### config.mk
export PLATFORM = sky130hd
export DESIGN_NAME = cxu_req_arbiter
export DESIGN_NICKNAME = d
export VERILOG_FILES = /design/src/rtl/cxu_req_arbiter.sv
export SDC_FILE = /design/constraint.sdc
export NUM_CORES = 1
export LEC_CHECK = 0
export BUFFER_PORTS_ARGS = -buffer_cell sky130_fd_sc_hd__buf_2
export CAP_MARGIN = 20
export CORE_AREA = 5 5 164 166
export DETAILED_ROUTE_END_ITERATION = 7
export DIE_AREA = 0 0 169 171
export HOLD_SLACK_MARGIN = 0.08
export PLACE_DENSITY = 0.68
export SLEW_MARGIN = 30
export SYNTH_ARGS = -nofsm -noshare
export SYNTH_HDL_FRONTEND = slang
export SYNTH_SLANG_ARGS = --single-unit
### constraint.sdc
create_clock -name clk -period 3.84 [get_ports clk]
set_input_delay 0.576 -clock clk [delete_from_list [all_inputs] [get_ports clk]]
set_output_delay 0.576 -clock clk [all_outputs]
set_load 0.01 [all_outputs]
### src/rtl/cxu_req_arbiter.sv
// Shares one CXU request/response channel between NUM_REQ requesters.
// Requests are granted round-robin into a registered output stage. Each
// request's ID is swapped for an internal tag, and the tag table restores the
// original ID when the response comes back. Routing back to the requester
// depends only on the tag, so responses may return in any order.
module cxu_req_arbiter #(
   parameter int NUM_REQ    = 2,
   parameter int REQ_ID_W   = 3,
   parameter int CXU_ID_W   = 4,
   parameter int STATE_ID_W = 2,
   parameter int FUNC_ID_W  = 10,
   parameter int INSN_W     = 32,
   parameter int DATA_W     = 32,
   parameter int STATUS_W   = 1,
   localparam int PAY_W     = CXU_ID_W + STATE_ID_W + FUNC_ID_W + INSN_W + 2*DATA_W
) (
   input  logic                         clk,
   input  logic                         rst_n,
   input  logic [NUM_REQ-1:0]           s_req_valid,
   output logic [NUM_REQ-1:0]           s_req_ready,
   input  logic [NUM_REQ*REQ_ID_W-1:0]  s_req_id,
   input  logic [NUM_REQ*PAY_W-1:0]     s_req_payload,
   output logic                         m_req_valid,
   input  logic                         m_req_ready,
   output logic [REQ_ID_W-1:0]          m_req_id,
   output logic [PAY_W-1:0]             m_req_payload,
   input  logic                         m_resp_valid,
   output logic                         m_resp_ready,
   input  logic [REQ_ID_W-1:0]          m_resp_id,
   input  logic [STATUS_W-1:0]          m_resp_status,
   input  logic [DATA_W-1:0]            m_resp_data,
   output logic [NUM_REQ-1:0]           s_resp_valid,
   input  logic [NUM_REQ-1:0]           s_resp_ready,
   output logic [REQ_ID_W-1:0]          s_resp_id,
   output logic [STATUS_W-1:0]          s_resp_status,
   output logic [DATA_W-1:0]            s_resp_data,
   output logic [REQ_ID_W:0]            outstanding,
   output logic                         err_unexpected_resp
);

   localparam int NTAG  = 2**REQ_ID_W;
   localparam int OWN_W = (NUM_REQ > 1) ? $clog2(NUM_REQ) : 1;
   localparam int CNT_W = REQ_ID_W + 1;

   logic [NTAG-1:0]     tag_vld_q, tag_vld_d;
   logic [OWN_W-1:0]    tag_own_q [NTAG];
   logic [OWN_W-1:0]    tag_own_d [NTAG];
   logic [REQ_ID_W-1:0] tag_id_q  [NTAG];
   logic [REQ_ID_W-1:0] tag_id_d  [NTAG];
   logic [OWN_W-1:0]    rr_ptr_q, rr_ptr_d;
   logic                m_req_valid_q, m_req_valid_d;
   logic [REQ_ID_W-1:0] m_req_id_q, m_req_id_d;
   logic [PAY_W-1:0]    m_req_payload_q, m_req_payload_d;
   logic [CNT_W-1:0]    outstanding_q, outstanding_d;
   logic                err_q, err_d;

   logic                free_ok;
   logic [REQ_ID_W-1:0] free_tag;
   logic                out_free;
   logic                load;
   logic                gnt_ok;
   logic [OWN_W-1:0]    gnt_idx;
   logic [PAY_W-1:0]    gnt_payload;
   logic [REQ_ID_W-1:0] gnt_id;
   logic                req_hs;
   logic                e_vld;
   logic [OWN_W-1:0]    e_own;
   logic                resp_free;
   logic                resp_drop;

   // Free tag and round-robin grant; both look only at registered state so a
   // tag released this cycle cannot be handed out until the next one.
   always_comb begin
      int r;
      r        = 0;
      free_ok  = 1'b0;
      free_tag = '0;
      for (int t = NTAG-1; t >= 0; t--) begin
         if (!tag_vld_q[t]) begin
            free_ok  = 1'b1;
            free_tag = REQ_ID_W'(t);
         end
      end
      gnt_ok  = 1'b0;
      gnt_idx = '0;
      for (int k = 0; k < NUM_REQ; k++) begin
         r = int'(rr_ptr_q) + k;
         if (r >= NUM_REQ) r = r - NUM_REQ;
         for (int i = 0; i < NUM_REQ; i++) begin
            if (!gnt_ok && (i == r) && s_req_valid[i]) begin
               gnt_ok  = 1'b1;
               gnt_idx = OWN_W'(i);
            end
         end
      end
      gnt_payload = '0;
      gnt_id      = '0;
      for (int i = 0; i < NUM_REQ; i++) begin
         if (gnt_idx == OWN_W'(i)) begin
            gnt_payload = s_req_payload[i*PAY_W +: PAY_W];
            gnt_id      = s_req_id[i*REQ_ID_W +: REQ_ID_W];
         end
      end
      // rst_n gate keeps every ready low while reset is held
      out_free = !m_req_valid_q || m_req_ready;
      load     = rst_n && out_free && free_ok;
      req_hs   = load && gnt_ok;
      for (int i = 0; i < NUM_REQ; i++) begin
         s_req_ready[i] = req_hs && (gnt_idx == OWN_W'(i));
      end
   end

   // Response routing by tag; responses to unallocated tags are swallowed
   always_comb begin
      e_vld        = tag_vld_q[m_resp_id];
      e_own        = tag_own_q[m_resp_id];
      s_resp_id    = tag_id_q[m_resp_id];
      s_resp_valid = '0;
      m_resp_ready = 1'b1;
      for (int i = 0; i < NUM_REQ; i++) begin
         if (e_vld && (e_own == OWN_W'(i))) begin
            s_resp_valid[i] = m_resp_valid;
            m_resp_ready    = s_resp_ready[i];
         end
      end
      resp_free = m_resp_valid && m_resp_ready && e_vld;
      resp_drop = m_resp_valid && !e_vld;
   end

   // Next state for the tag table, output stage, pointer and counters
   always_comb begin
      tag_vld_d       = tag_vld_q;
      tag_own_d       = tag_own_q;
      tag_id_d        = tag_id_q;
      rr_ptr_d        = rr_ptr_q;
      m_req_valid_d   = m_req_valid_q;
      m_req_id_d      = m_req_id_q;
      m_req_payload_d = m_req_payload_q;
      outstanding_d   = outstanding_q + CNT_W'(req_hs) - CNT_W'(resp_free);
      err_d           = err_q | resp_drop;
      if (resp_free) tag_vld_d[m_resp_id] = 1'b0;
      if (out_free) m_req_valid_d = req_hs;
      if (req_hs) begin
         tag_vld_d[free_tag] = 1'b1;
         tag_own_d[free_tag] = gnt_idx;
         tag_id_d[free_tag]  = gnt_id;
         m_req_id_d          = free_tag;
         m_req_payload_d     = gnt_payload;
         rr_ptr_d            = (gnt_idx == OWN_W'(NUM_REQ-1)) ? '0 : gnt_idx + OWN_W'(1);
      end
   end

   // State registers; reset drops all in-flight tags
   always_ff @(posedge clk or negedge rst_n) begin
      if (!rst_n) begin
         tag_vld_q <= '0;
         for (int t = 0; t < NTAG; t++) begin
            tag_own_q[t] <= '0;
            tag_id_q[t]  <= '0;
         end
         rr_ptr_q        <= '0;
         m_req_valid_q   <= 1'b0;
         m_req_id_q      <= '0;
         m_req_payload_q <= '0;
         outstanding_q   <= '0;
         err_q           <= 1'b0;
      end else begin
         tag_vld_q       <= tag_vld_d;
         tag_own_q       <= tag_own_d;
         tag_id_q        <= tag_id_d;
         rr_ptr_q        <= rr_ptr_d;
         m_req_valid_q   <= m_req_valid_d;
         m_req_id_q      <= m_req_id_d;
         m_req_payload_q <= m_req_payload_d;
         outstanding_q   <= outstanding_d;
         err_q           <= err_d;
      end
   end

   assign m_req_valid         = m_req_valid_q;
   assign m_req_id            = m_req_id_q;
   assign m_req_payload       = m_req_payload_q;
   assign s_resp_status       = m_resp_status;
   assign s_resp_data         = m_resp_data;
   assign outstanding         = outstanding_q;
   assign err_unexpected_resp = err_q;

endmodule

* Word level (Yosys, flattened, before mapping) *
Index checks and enable logic that the tools add are counted.

cells by class
  add/subtract/negate cells = 6
  magnitude comparators = 9
  equal/unequal tests = 2
  multiplexer cells = 52
  bitwise logic cells = 8
  reduce and logical (&&, ||, !) cells = 28

operators with widths
  cell                                                               number
  two-way mux 112 bit                                                1
  equality test 2 x 32 -> 1 bit, first input constant                2
  logical NOT 32 bit                                                 2
  two-way mux 32 bit                                                 2
  two-way mux 3 bit                                                  12
  two-way mux 1 bit                                                  26
  bitwise mux 24 bit                                                 1
  logical AND 1 bit                                                  20
  two-way mux 8 bit                                                  2
  binary-select mux 3 bit (select 3 bit)                             1
  demux 1 bit (select 3 bit)                                         3
  demux 3 bit (select 3 bit)                                         1
  bitwise AND 8 bit                                                  1
  bitwise mux 8 bit                                                  1
  greater-or-equal comparator 4 bit, second input constant           2
  < comparator 3 x 4 -> 1 bit, second input constant                 2
  NOT 3 -> 4 bit                                                     2
  NOT 8 bit                                                          1
  bitwise OR 8 bit                                                   1
  binary-select mux 1 bit (select 3 bit)                             2
  greater-or-equal comparator 3 x 1 -> 1 bit, second input constant  2
  logical NOT 1 bit                                                  5
  adder 4 x 1 -> 4 bit                                               1
  < comparator 4 x 1 -> 1 bit, second input constant                 1
  other kinds (10)                                                   11

word-level totals
  register bits after elaboration = 162
  input port bits = 274
  output and inout port bits = 162

* Longest topological paths before layout *
Gate-level depths: netlist of the first run.

  depth after elaboration = 20
  gate-level depth with buffers = 11

* Worst setup path after synthesis of the first run *
Ideal clock, no wire load.

  path type = input to register
  from = input port m_resp_id[0]
  to = register outstanding_q[2] (netlist: outstanding[2])
  setup time = 0.123 ns
  data arrival time = 2.947 ns
  data required time = 3.717 ns
  slack = 0.770 ns
  stages on the path = 11
  path through = buf_6 > mux2_4 > a22o_1 > or4_4 > a21oi_2 > ha_1 > inv_1 > ha_1 > inv_1 > fa_1 > xnor2_1

between the ends
  longest elaborated chain between the ends = 11
  elaborated cells between the ends (all ways) = 14
  classes of those cells = add/sub (1); mux (7); bitwise (2); reduce/logical (4)

ends and longest elaborated chain
  item                                                   RTL line  source
  from (decl)                                            29        input logic [REQ_ID_W-1:0] m_resp_id,
  NOT 3 -> 4 bit (implied by the code)                   116       e_own = tag_own_q[m_resp_id];
  binary-select mux 1 bit (select 3 bit)                 116
  two-way mux 1 bit (implied by the code) (2 in series)  116
  NOT 1 bit                                              121       if (e_vld && (e_own == OWN_W'(i))) begin
  logical AND 1 bit                                      121
  two-way mux 1 bit (2 in series)                        121
  logical AND 1 bit                                      126       resp_free = m_resp_valid && m_resp_ready && e_vld;
  logical AND 1 bit *                                    126
  subtractor 4 x 1 -> 4 bit *                            139       outstanding_d = outstanding_q + CNT_W'(req_hs) - CNT_W'(resp_free);
  via outstanding_d[2]                                   54        logic [CNT_W-1:0] outstanding_q, outstanding_d;
  to (signal assigned)                                   175       outstanding_q <= outstanding_d;
  to (decl)                                              54

Mark *: on every way through the listed nets, which the timed path passes. The rest lies on a longest branch. The select of a mux whose other input is x is not followed.
A chain may end at the register's enable or synchronous reset.

* Final worst setup path of the first run *
  from = input port rst_n
  to = output port s_req_ready[0]

between the ends
  longest elaborated chain between the ends = 4

ends and longest elaborated chain
  item                             RTL line  source
  from (decl)                      18        input logic rst_n,
  logical AND 1 bit (2 in series)  106       load = rst_n && out_free && free_ok;
  logical AND 1 bit                107       req_hs = load && gnt_ok;
  logical AND 1 bit                109       s_req_ready[i] = req_hs && (gnt_idx == OWN_W'(i));
  to (decl)                        20        output logic [NUM_REQ-1:0] s_req_ready,

No other way between the ends.

==> results of run 1 <==
[final cells by class]
class / count / area share [%]
timing repair buffer: 377 / 18.8
sequential: 162 / 38.9
inverter: 14 / 0.505
multi-input combinational: 479 / 31.9
clock buffer: 19 / 4.35
clock inverter: 13 / 1.54
tap: 335 / 4.02
[path summary, 6_finish.rpt]
kind                                    from                   to  cells past startpoint
min                             m_resp_valid  err_unexpected_resp                      3
max in group asynchronous              rst_n    m_req_payload[23]                      3
max                                    rst_n       s_req_ready[0]                      7
min reg2reg                m_req_payload[13]    m_req_payload[13]                      2
min in group asynchronous              rst_n         tag_own_q[3]                      2
max reg2reg                     tag_own_q[5]       outstanding[2]                     10
[per-stage QoR]
stage	total power, uW	instance area (um2)	std cells	hold slack, ns
after floorplan	3930	7870	731	0.280
final	6590	10400	1399	0.411
after detailed placement	4860	9790	1366	0.465
after global routing	7070	10400	1399	0.411
after global placement	4790	9790	1366	0.458
after CTS	6700	10400	1399	0.392
[critical path, cell delays in order]
cell,delay (ns)
dlygate4sd3_1,0.55
buf_6,0.37
o211a_1,0.29
o21ai_4,0.11
buf_12,0.22
nor2_1,0.14
buf_2,0.14
[cell families (layout without fill, tap and decap cells)]
logic type	count (synthesis)	count (layout)
flops	162	162
compound gates	149	149
xor+xnor	3	3
mux	157	157
simple gates	165	165
fa+ha+maj	5	5
buf+inv	90	423
[flip-flops by register name, indices dropped and copies added (netlist names)]
register             flops
m_req_payload          112
tag_id_q                24
tag_own_q                8
tag_vld_q                8
outstanding              4
m_req_id                 3
err_unexpected_resp      1
m_req_valid              1
rr_ptr_q                 1
[layout by cell type, fill, tap and decap left out, types with 3 or more instances in the layout]
cell / instances
buf_2: 368
dfrtp_1: 162
nand2_1: 134
o21ai_0: 117
mux2i_1: 114
mux2_2: 35
clkbuf_16: 17
inv_1: 13
a21oi_1: 10
nor2_1: 10
inv_6: 6
mux4_2: 5
ha_1: 4
buf_4: 4
nand3_1: 3
or3b_2: 3
a31oi_1: 3
xnor2_1: 3
inv_8: 3
buf_12: 3
[report_power, final]
part           leakage (uW)  switching [uW]  total [uW]  internal [uW]
registers           0.00198             355        2670           2310
clock network      0.000306             769        1790           1020
logic               0.00329            1150        2130            986
[routing by layer]
layer,GRT usage (%),vias to the layer above,wire length (um)
met2,25.9,275,10900
li1,-,3149,-
met4,3.92,4,361
met5,0,-,23
met3,5.73,34,2200
met1,20.1,2988,9760
==> reports/qor.csv, run 1 <==
metric,value,unit
top cell type by total area after synthesis,dfrtp_1,
Synth Area per Inst,10.8,um2
cell leakage power,0.00558,uW
initial core utilization,30.9,%
library cells used by synthesis,47,
layout cell share with drive strength beyond 1,43.0,%
Clock transition at path regs,0.07,ns
number of resized instances in the post-cts repair step,0,
Post-Syn Instances,731,
crit share post-route,78.2,%
clock buffer depth,2,
power density relative to cell area,633,nW/um2
multi-input combinational cell area,3320,um2
largest driver fanout on the critical path,155,
status,completed,
Post-synth top cells,"dfrtp_1, nand2_1, o21ai_0",
hold violation count in the final report,0,
start-to-end type of the worst setup path,primary input to primary output,
diode count,0,
clk_skew,0.0123,ns
max-cap check violation count,0,
type of element capturing the critical path,primary output,
vias in the first global route,6505,
I/O pin count,436,
headroom to the max-slew limit,35.6,%
first-pass iteration count of the detailed router,5,
worst-margin pin slew,0.958,ns
worst setup slack before clock tree synthesis,0.435,ns
number of warnings printed during yosys synthesis,0,
share of synthesized flip-flops with an asynchronous set or reset,100,%
share of Yosys cell area claimed by the top area cell type,51.5,%
port buffer count,369,
RSZ-0062 raised after global routing,false,
die area,28900,um2
path class of the lowest-slack min-delay path,primary input to register,
first-pass GRT wire length,35900,um
global router's overall resource usage,15.8,%
maximum operating frequency,333,MHz
average wire per standard cell,16.6,um
standard-cell row count,59,
CTS tree,built,
number of antenna violations at the first check in global routing,3,
Detail Route Antenna Nets,0,
data arrival time of the worst path,2.43,ns
Setup-failing EPs final,0,
adder-cell share of the synthesized area,0.890,%
largest voltage drop on the vdd net,0.324,mV
sequential cell area,4050,um2
"post-synthesis share of cell area spent on and, or, nand and nor gates",8.65,%
most frequently used flop master after synthesis,dfrtp_1,
required time reported for the critical path endpoint,3.26,ns
routed vias/inst,4.61,
Filler Cell Count,2488,
proportion of synthesized area in mux cells,21.8,%
Seq cells post-synth,162,
GRT overflow,0,
clock root buffer master,clkbuf_16,
CTS Hold Bufs,1,
combinational family with the most area after synthesis,multiplexers,
area share of xor/xnor cells in the synthesized design,0.334,%
final HPWL from detailed placement,18000,um
number of synthesized flops with an enable pin,0,
floorplan die width,169,um
H-tree depth reported by CTS,4,
sinks on the clock net,162,
pins over their slew limit,0,
post-layout minimum cycle time,3.00,ns
layout overhead on the synthesized area,32.3,%
routability-driven placement congestion ratio,0.854,
Routed WL,23200,um
reg-to-reg setup timing slack,0.95,ns
cell with the most instances after synthesis,dfrtp_1,
largest net degree at the start of global routing,156,
vertical extent of the die,171,um
number of vias in the routed layout,6450,
part of the Yosys area used for sequential elements,51.5,%
Worst setup SP type,primary input,
Skew-Pair Late Insertion Delay,0.43,ns
final total negative setup slack,0,ns
setup bufs post-CTS,0,
Detailed Route Iter0 Violations,332,
net count reported at finish,1330,
final cell utilization of the core,40.9,%
floorplan core area,25500,um2
cell types with the largest area share after synthesis,"dfrtp_1, mux2i_1, o21ai_0",
worst setup margin,0.837,ns
Synth Area in Compound Gates,10.3,%
post-synthesis cell area,7870,um2
number of buffers created by CTS,17,
Post-Syn Nets,1010,
final routed DRC violation total,0,
No activity file was read; power rests on OpenSTA's default activity.
==> run 2: changes to the inputs <==
Settings changed: ABC_AREA set to 1, CORE_AREA 5 5 164 166 to 5 5 168 170, DIE_AREA 0 0 169 171 to 0 0 173 175, PLACE_DENSITY 0.68 to 0.65.
Clock period 3.84 ns to 3.08 ns, I/O delays scaled along.
==> run 2 against run 1 <==
  * Area after synthesis down 1.8%
  * Register-to-register slack got worse by 0.24 ns
  * Combinational power is essentially flat
  * Die area is 4.8% higher
  * Hold slack got worse by 0.29 ns
  * Largest power group unchanged
  * Highest routed layer unchanged
==> reports/qor.csv, run 2 <==
metric,value,unit,change
final HPWL from detailed placement,19400,um,+7.5%
part of the Yosys area used for sequential elements,52.4,%,+0.95 points
port buffer count,369,,unchanged
"Critical Path, Cell by Cell","buf_2, inv_2, o21ai_1, nand2_1, nand2_1, nand2_1, nand2_1, nand3_4, nand2_1, inv_1, ha_1, inv_1, ha_1, inv_1, fa_1, inv_1",,
share of Yosys cell area claimed by the top area cell type,52.4,%,+0.95 points
layout overhead on the synthesized area,30.9,%,
Largest register FFs,112,,unchanged
Comb pwr share,29.3,%,-3.1 points
final cell utilization of the core,38.1,%,-2.8 points
Setup-failing EPs final,0,,unchanged
Routed WL,24800,um,+7.1%
switching part of the total power,35.9,%,+1.4 points
I/O pin count,436,,unchanged
number of synthesized flops with an enable pin,0,,unchanged
floorplan die width,173,um,+2.4%
Skew-Pair Late Insertion Delay,0.42,ns,about the same
start-to-end type of the worst setup path,primary input to register,,
headroom to the max-slew limit,45.2,%,+9.6 points
status,completed,,
H-tree depth reported by CTS,4,,unchanged
setup bufs post-CTS,0,,unchanged
die area,30300,um2,+4.8%
number of vias in the routed layout,7480,,+16%
Detailed Route Iter0 Violations,384,,+16%
highest-count cells in the layout ignoring fill and taps,"nand2_1, buf_2, dfrtp_1, nand3_1, inv_1",,
diode count,0,,unchanged
Synth Area in Compound Gates,3.22,%,-7.1 points
net count reported at finish,1565,,+18%
GRT overflow,0,,unchanged
routability-driven placement congestion ratio,0.895,,+4.8%
Seq cells post-synth,162,,unchanged
clock root buffer master,clkbuf_16,,
critical-path cell with the highest stage delay,fa_1,,
Clock transition at path regs,0.07,ns,about the same
initial core utilization,29.1,%,-1.8 points
standard-cell row count,60,,+1.7%
Psw,2580,uW,+13%
most frequent standard cell in the layout excluding fill and tap cells,nand2_1,,
final routed DRC violation total,0,,unchanged
number of antenna violations at the first check in global routing,1,,-2
top cell type by total area after synthesis,dfrtp_1,,
area share of xor/xnor cells in the synthesized design,0.340,%,+0.0062 points
floorplan core area,26600,um2,+4.3%
CTS tree,built,,
post-layout minimum cycle time,2.38,ns,
clk_skew,0.0148,ns,+0.00257 ns
Post-Syn Instances,961,,+31%
CTS Hold Bufs,0,,-1
Seq pwr share,42.4,%,+2.0 points
cell leakage power,0.00555,uW,-0.44%
first-pass GRT wire length,38700,um,+7.6%
largest driver fanout on the critical path,13,,-92%
final total negative setup slack,0,ns,unchanged
combinational family with the most area after synthesis,simple AND/OR/NAND/NOR gates,,
layout cell share with drive strength beyond 1,32.9,%,-10 points
sinks on the clock net,162,,unchanged
maximum single-stage delay on the critical path,0.47,ns,-0.08 ns
max-cap check violation count,0,,unchanged
library cells used by synthesis,29,,-38%
vertical extent of the die,175,um,+2.3%
data arrival time of the worst path,2.69,ns,+0.26 ns
path class of the lowest-slack min-delay path,primary input to async pin,,
required time reported for the critical path endpoint,3.39,ns,+0.13 ns
clock buffer depth,2,,unchanged
type of element capturing the critical path,register,,
share of synthesized flip-flops with an asynchronous set or reset,100,%,unchanged
reg-to-reg setup timing slack,0.71,ns,-0.24 ns
average wire per standard cell,15.2,um,-8.7%
global router's overall resource usage,15.7,%,-0.14 points
maximum operating frequency,421,MHz,
clock group share of total power,28.3,%,+1.1 points
number of buffers created by CTS,17,,unchanged
proportion of synthesized area in mux cells,0,%,-22 points
"Buf+Inv Stages, Crit Path",6,,+2
cell types with the largest area share after synthesis,"dfrtp_1, nand2_1, nand3_1",,
largest voltage drop on the vdd net,0.309,mV,-4.6%
crit share post-route,77.2,%,
largest net degree at the start of global routing,80,,-49%
hold violation count in the final report,0,,unchanged
post-synthesis cell area,7730,um2,-1.8%
first-pass iteration count of the detailed router,5,,unchanged
Synth Area per Inst,8.04,um2,-25%
Post-Syn Nets,1240,,+23%
vias in the first global route,7231,,+11%
Post-synth top cells,"nand2_1, dfrtp_1, nand3_1",,
pins over their slew limit,0,,unchanged
internal power,4610,uW,+6.8%
most frequently used flop master after synthesis,dfrtp_1,,
RSZ-0062 raised after global routing,false,,
number of warnings printed during yosys synthesis,0,,unchanged
most frequent cell on the critical path,nand2_1,,
Worst setup SP type,primary input,,
worst-margin pin slew,0.822,ns,-0.136 ns
adder-cell share of the synthesized area,0.906,%,+0.016 points
number of resized instances in the post-cts repair step,0,,unchanged
power density relative to cell area,711,nW/um2,+12%
"post-synthesis share of cell area spent on and, or, nand and nor gates",34.2,%,+26 points
CP top delay family,adder cells,,
routed vias/inst,4.56,,-1.1%
Detail Route Antenna Nets,0,,unchanged
cell with the most instances after synthesis,nand2_1,,
## run 2: logic make-up after synthesis
| kind of cell | Yosys count |
|---|---|
| and+or+nand+nor | 641 |
| DFF | 162 |
| buffers and inverters | 107 |
| AOI/OAI and AO/OA | 43 |
| adders and majority gates | 5 |
| xor gates and xnor gates | 3 |
## run 2: worst paths after layout
kind	from	end	cells after the start
setup / recovery	m_resp_id[0]	outstanding[1]	16
hold / removal	rst_n	m_req_payload[23]	2
setup reg to reg	tag_vld_q[3]	outstanding[1]	15
hold reg to reg	tag_id_q[6]	tag_id_q[6]	2
max in group asynchronous	rst_n	m_req_payload[104]	3
min in group clk	s_req_payload[162]	m_req_payload[50]	3
## run 2: cell type report
class	count	area, um2
Clock buffer	18	439
Clock inverter	14	123
Fill cell	2831	16500
Inverter	32	123
Multi-Input combinational cell	692	3000
Sequential cell	162	4050
Tap cell	341	427
Timing Repair Buffer	381	1960
## run 2: layer usage
| metal | vias up | GRT usage (%) | part of all wire (%) | wire length, um |
|---|---|---|---|---|
| li1 | 3673 | - | - | - |
| met1 | 3402 | 20.0 | 42 | 10300 |
| met2 | 360 | 25.5 | 47 | 11700 |
| met3 | 43 | 4.93 | 9.0 | 2250 |
| met4 | 2 | 5.02 | 2.1 | 530 |
| met5 | - | 0 | 0.044 | 11 |
## run 2: power by group through the flow
stage	registers [uW]	clock network, uW	logic (uW)
after floorplan	3180	0	1130
final	3050	2040	2110
after global routing	3120	2180	2380
after global placement	3070	0	2100
after CTS	3050	2100	2140
after detailed placement	3070	0	2140
## run 2: through the flow
stage / setup slack, ns / std cells / power (uW) / hold WS [ns] / instance area (um2)
floorplan: 0.648 / 961 / 4310 / 0.166 / 7730
global placement: 0.379 / 1608 / 5170 / 0.452 / 9560
detailed placement: 0.289 / 1608 / 5220 / 0.462 / 9560
CTS: 0.676 / 1640 / 7290 / 0.137 / 10100
global route: 0.542 / 1640 / 7680 / 0.176 / 10100
finish: 0.702 / 1640 / 7190 / 0.118 / 10100
## run 2: worst reg2reg max path, stage by stage, from the launching register on
cell and delay [ns]:
dfrtp_1 0.37, inv_1 0.07, o21ai_1 0.15, nand2_1 0.07
nand2_1 0.06, nand2_1 0.09, nand2_1 0.15, nand3_4 0.14
nand2_1 0.10, inv_1 0.04, ha_1 0.26, inv_1 0.05
ha_1 0.15, inv_1 0.05, fa_1 0.47, inv_1 0.04
==> run 3: changes to the inputs <==
Settings changed: PLACE_DENSITY 0.65 to 0.67.
Clock period 3.08 ns to 2.1 ns, I/O delays scaled along.
==> run 3 against run 2 <==
  * The run now ends with setup timing left
  * Cell count is 3.8% higher
  * Core utilization is 2.7 points higher
  * Die area stayed put
  * Combinational power is 70% higher
  * Cell area is 7.1% higher
  * Highest routed layer unchanged
==> reports/qor.csv, run 3 (same netlist as run 2, synthesis figures left out) <==
metric,value,unit,change
vias in the first global route,7687,,+6.3%
hold_ws,0.0988,ns,-0.0195 ns
floorplan core area,26600,um2,unchanged
placed cell area,9900,um2,+3.6%
final HPWL from detailed placement,19600,um,+1.1%
power density relative to cell area,1010,nW/um2,+43%
headroom to the max-slew limit,46.6,%,+1.4 points
path class of the lowest-slack min-delay path,primary input to register,,
clock buffer depth,2,,unchanged
standard-cell row count,60,,unchanged
I/O pin count,436,,unchanged
floorplan die width,173,um,unchanged
failing checks,setup timing,,
pins over their slew limit,0,,unchanged
most frequent standard cell in the layout excluding fill and tap cells,nand2_1,,
first-pass iteration count of the detailed router,6,,+1
critical-path cell with the highest stage delay,fa_1,,
sinks on the clock net,162,,unchanged
Hold Crit Depth,3,,
required time reported for the critical path endpoint,2.41,ns,-0.98 ns
layout cell share with drive strength beyond 1,35.9,%,+3.0 points
Setup-failing EPs final,2,,+2
worst-margin pin slew,0.801,ns,-0.0215 ns
status,"finished, violations left",,
H-tree depth reported by CTS,4,,unchanged
diode count,0,,unchanged
largest net degree at the start of global routing,80,,unchanged
port buffer count,369,,unchanged
"Critical Path, Cell by Cell","nand2_1, nand2_1, nand2_1, nand2_1, nand2_2, nand2_2, nand2_2, nand3_4, nand2_2, inv_2, ha_4, inv_4, ha_4, inv_2, fa_1, inv_1",,
final routed DRC violation total,0,,unchanged
cell leakage power,0.00588,uW,+6.0%
final total negative setup slack,-0.0481,ns,-0.0481 ns
RSZ-0062 raised after global routing,true,,
start-to-end type of the worst setup path,register to register,,
post-layout minimum cycle time,2.13,ns,
GRT overflow,0,,unchanged
max-cap check violation count,0,,unchanged
worst setup margin,-0.0328,ns,-0.735 ns
global router's overall resource usage,16.7,%,+1.0 points
maximum single-stage delay on the critical path,0.47,ns,about the same
Final Cell Area,10800,um2,+7.1%
Detail Route Antenna Nets,0,,unchanged
average wire per standard cell,15.2,um,+0.37%
highest-count cells in the layout ignoring fill and taps,"nand2_1, buf_2, dfrtp_1, nand3_1, buf_4",,
Worst setup SP type,register,,
Routed WL,25900,um,+4.2%
layout overhead on the synthesized area,40.2,%,
initial core utilization,29.1,%,unchanged
type of element capturing the critical path,register,,
routed vias/inst,4.54,,-0.42%
clock root buffer master,clkbuf_16,,
hold violation count in the final report,0,,unchanged
first-pass GRT wire length,40900,um,+5.7%
number of antenna violations at the first check in global routing,2,,+1
Detailed Route Iter0 Violations,544,,+42%
routability-driven placement congestion ratio,0.915,,+2.3%
number of vias in the routed layout,7735,,+3.4%
largest voltage drop on the vdd net,0.481,mV,+56%
crit share post-route,102,%,
clk_skew,0.0166,ns,+0.00179 ns
Filler Cell Count,2741,,-3.2%
Skew-Pair Late Insertion Delay,0.42,ns,about the same
net count reported at finish,1628,,+4.0%
r2r worst-path depth,16,,+1
worst setup slack before clock tree synthesis,-0.401,ns,-0.690 ns
largest driver fanout on the critical path,3,,-10
Clock transition at path regs,0.08,ns,about the same
Largest register FFs,112,,unchanged
CTS tree,built,,
vertical extent of the die,175,um,unchanged
data arrival time of the worst path,2.44,ns,-0.25 ns
maximum operating frequency,469,MHz,
die area,30300,um2,unchanged
number of buffers created by CTS,17,,unchanged
==> run 3: cell count changes in the layout (fill, tap and decap cells not counted), sizes merged <==
cell / before / now
buf: 381 / 423
dlygate4sd3: 0 / 21
inv: 37 / 38
clkbuf: 18 / 19
clkinv: 7 / 6
clkinvlp: 2 / 1
==> run 3: report_power, final <==
part	total, uW	switching [uW]	internal (uW)
clock network	2950	1360	1590
logic	3590	2030	1560
registers	4450	500	3950
==> run 3: path summary, 6_finish.rpt <==
check	endpoint	startpoint	slack (ns)
max in group asynchronous	m_req_payload[102]	rst_n	0.29
min	m_req_payload[21]	s_req_payload[133]	0.1
max reg2reg	outstanding[1]	tag_own_q[2]	-0.03
min reg2reg	m_req_id[2]	m_req_id[2]	0.47
max	outstanding[1]	tag_own_q[2]	-0.03
min in group asynchronous	tag_id_q[23]	rst_n	0.57
==> run 3: metrics by stage <==
step	power, uW	utilization, %	std cells
after CTS	11100	40.5	1699
after detailed placement	7950	37.2	1640
after global placement	7880	37.2	1640
final	11000	40.8	1703
after floorplan	6350	-	961
after global routing	11800	40.8	1703
==> run 3: what timing repair did <==
action                                  in CTS  in global routing
endpoints found under the hold margin       65                  0
hold buffers                                21                  0
endpoints found under the setup margin       6                 25
pin swaps                                    8                 10
buffers inserted                             6                  4
gates resized for setup                     12                 11
==> run 3: area by class of cell <==
| type | instances | area [um2] | area share, % |
|---|---|---|---|
| clock buffer | 19 | 443 | 4.09 |
| clock inverter | 13 | 116 | 1.07 |
| inverter | 32 | 150 | 1.39 |
| multi-input combinational | 692 | 3070 | 28.3 |
| sequential | 162 | 4050 | 37.4 |
| tap | 341 | 427 | 3.94 |
| timing repair buffer | 444 | 2580 | 23.8 |
==> run 3: per-layer routing <==
layer	vias to the layer above	part of all wire (%)	track usage, %
met5	-	0.062	0
met4	2	2.2	5.45
li1	3799	-	-
met3	56	7.6	4.39
met1	3516	42	21.6
met2	362	48	27.4
==> run 3: worst max-delay path: cells and delay by family (launching register included) <==
family | cells | cell delay [ns]
adder cells (fa/ha/maj) | 3 | 0.81
buffers and inverters | 4 | 0.18
flip-flops | 1 | 0.40
AND/OR/NAND/NOR | 9 | 0.64
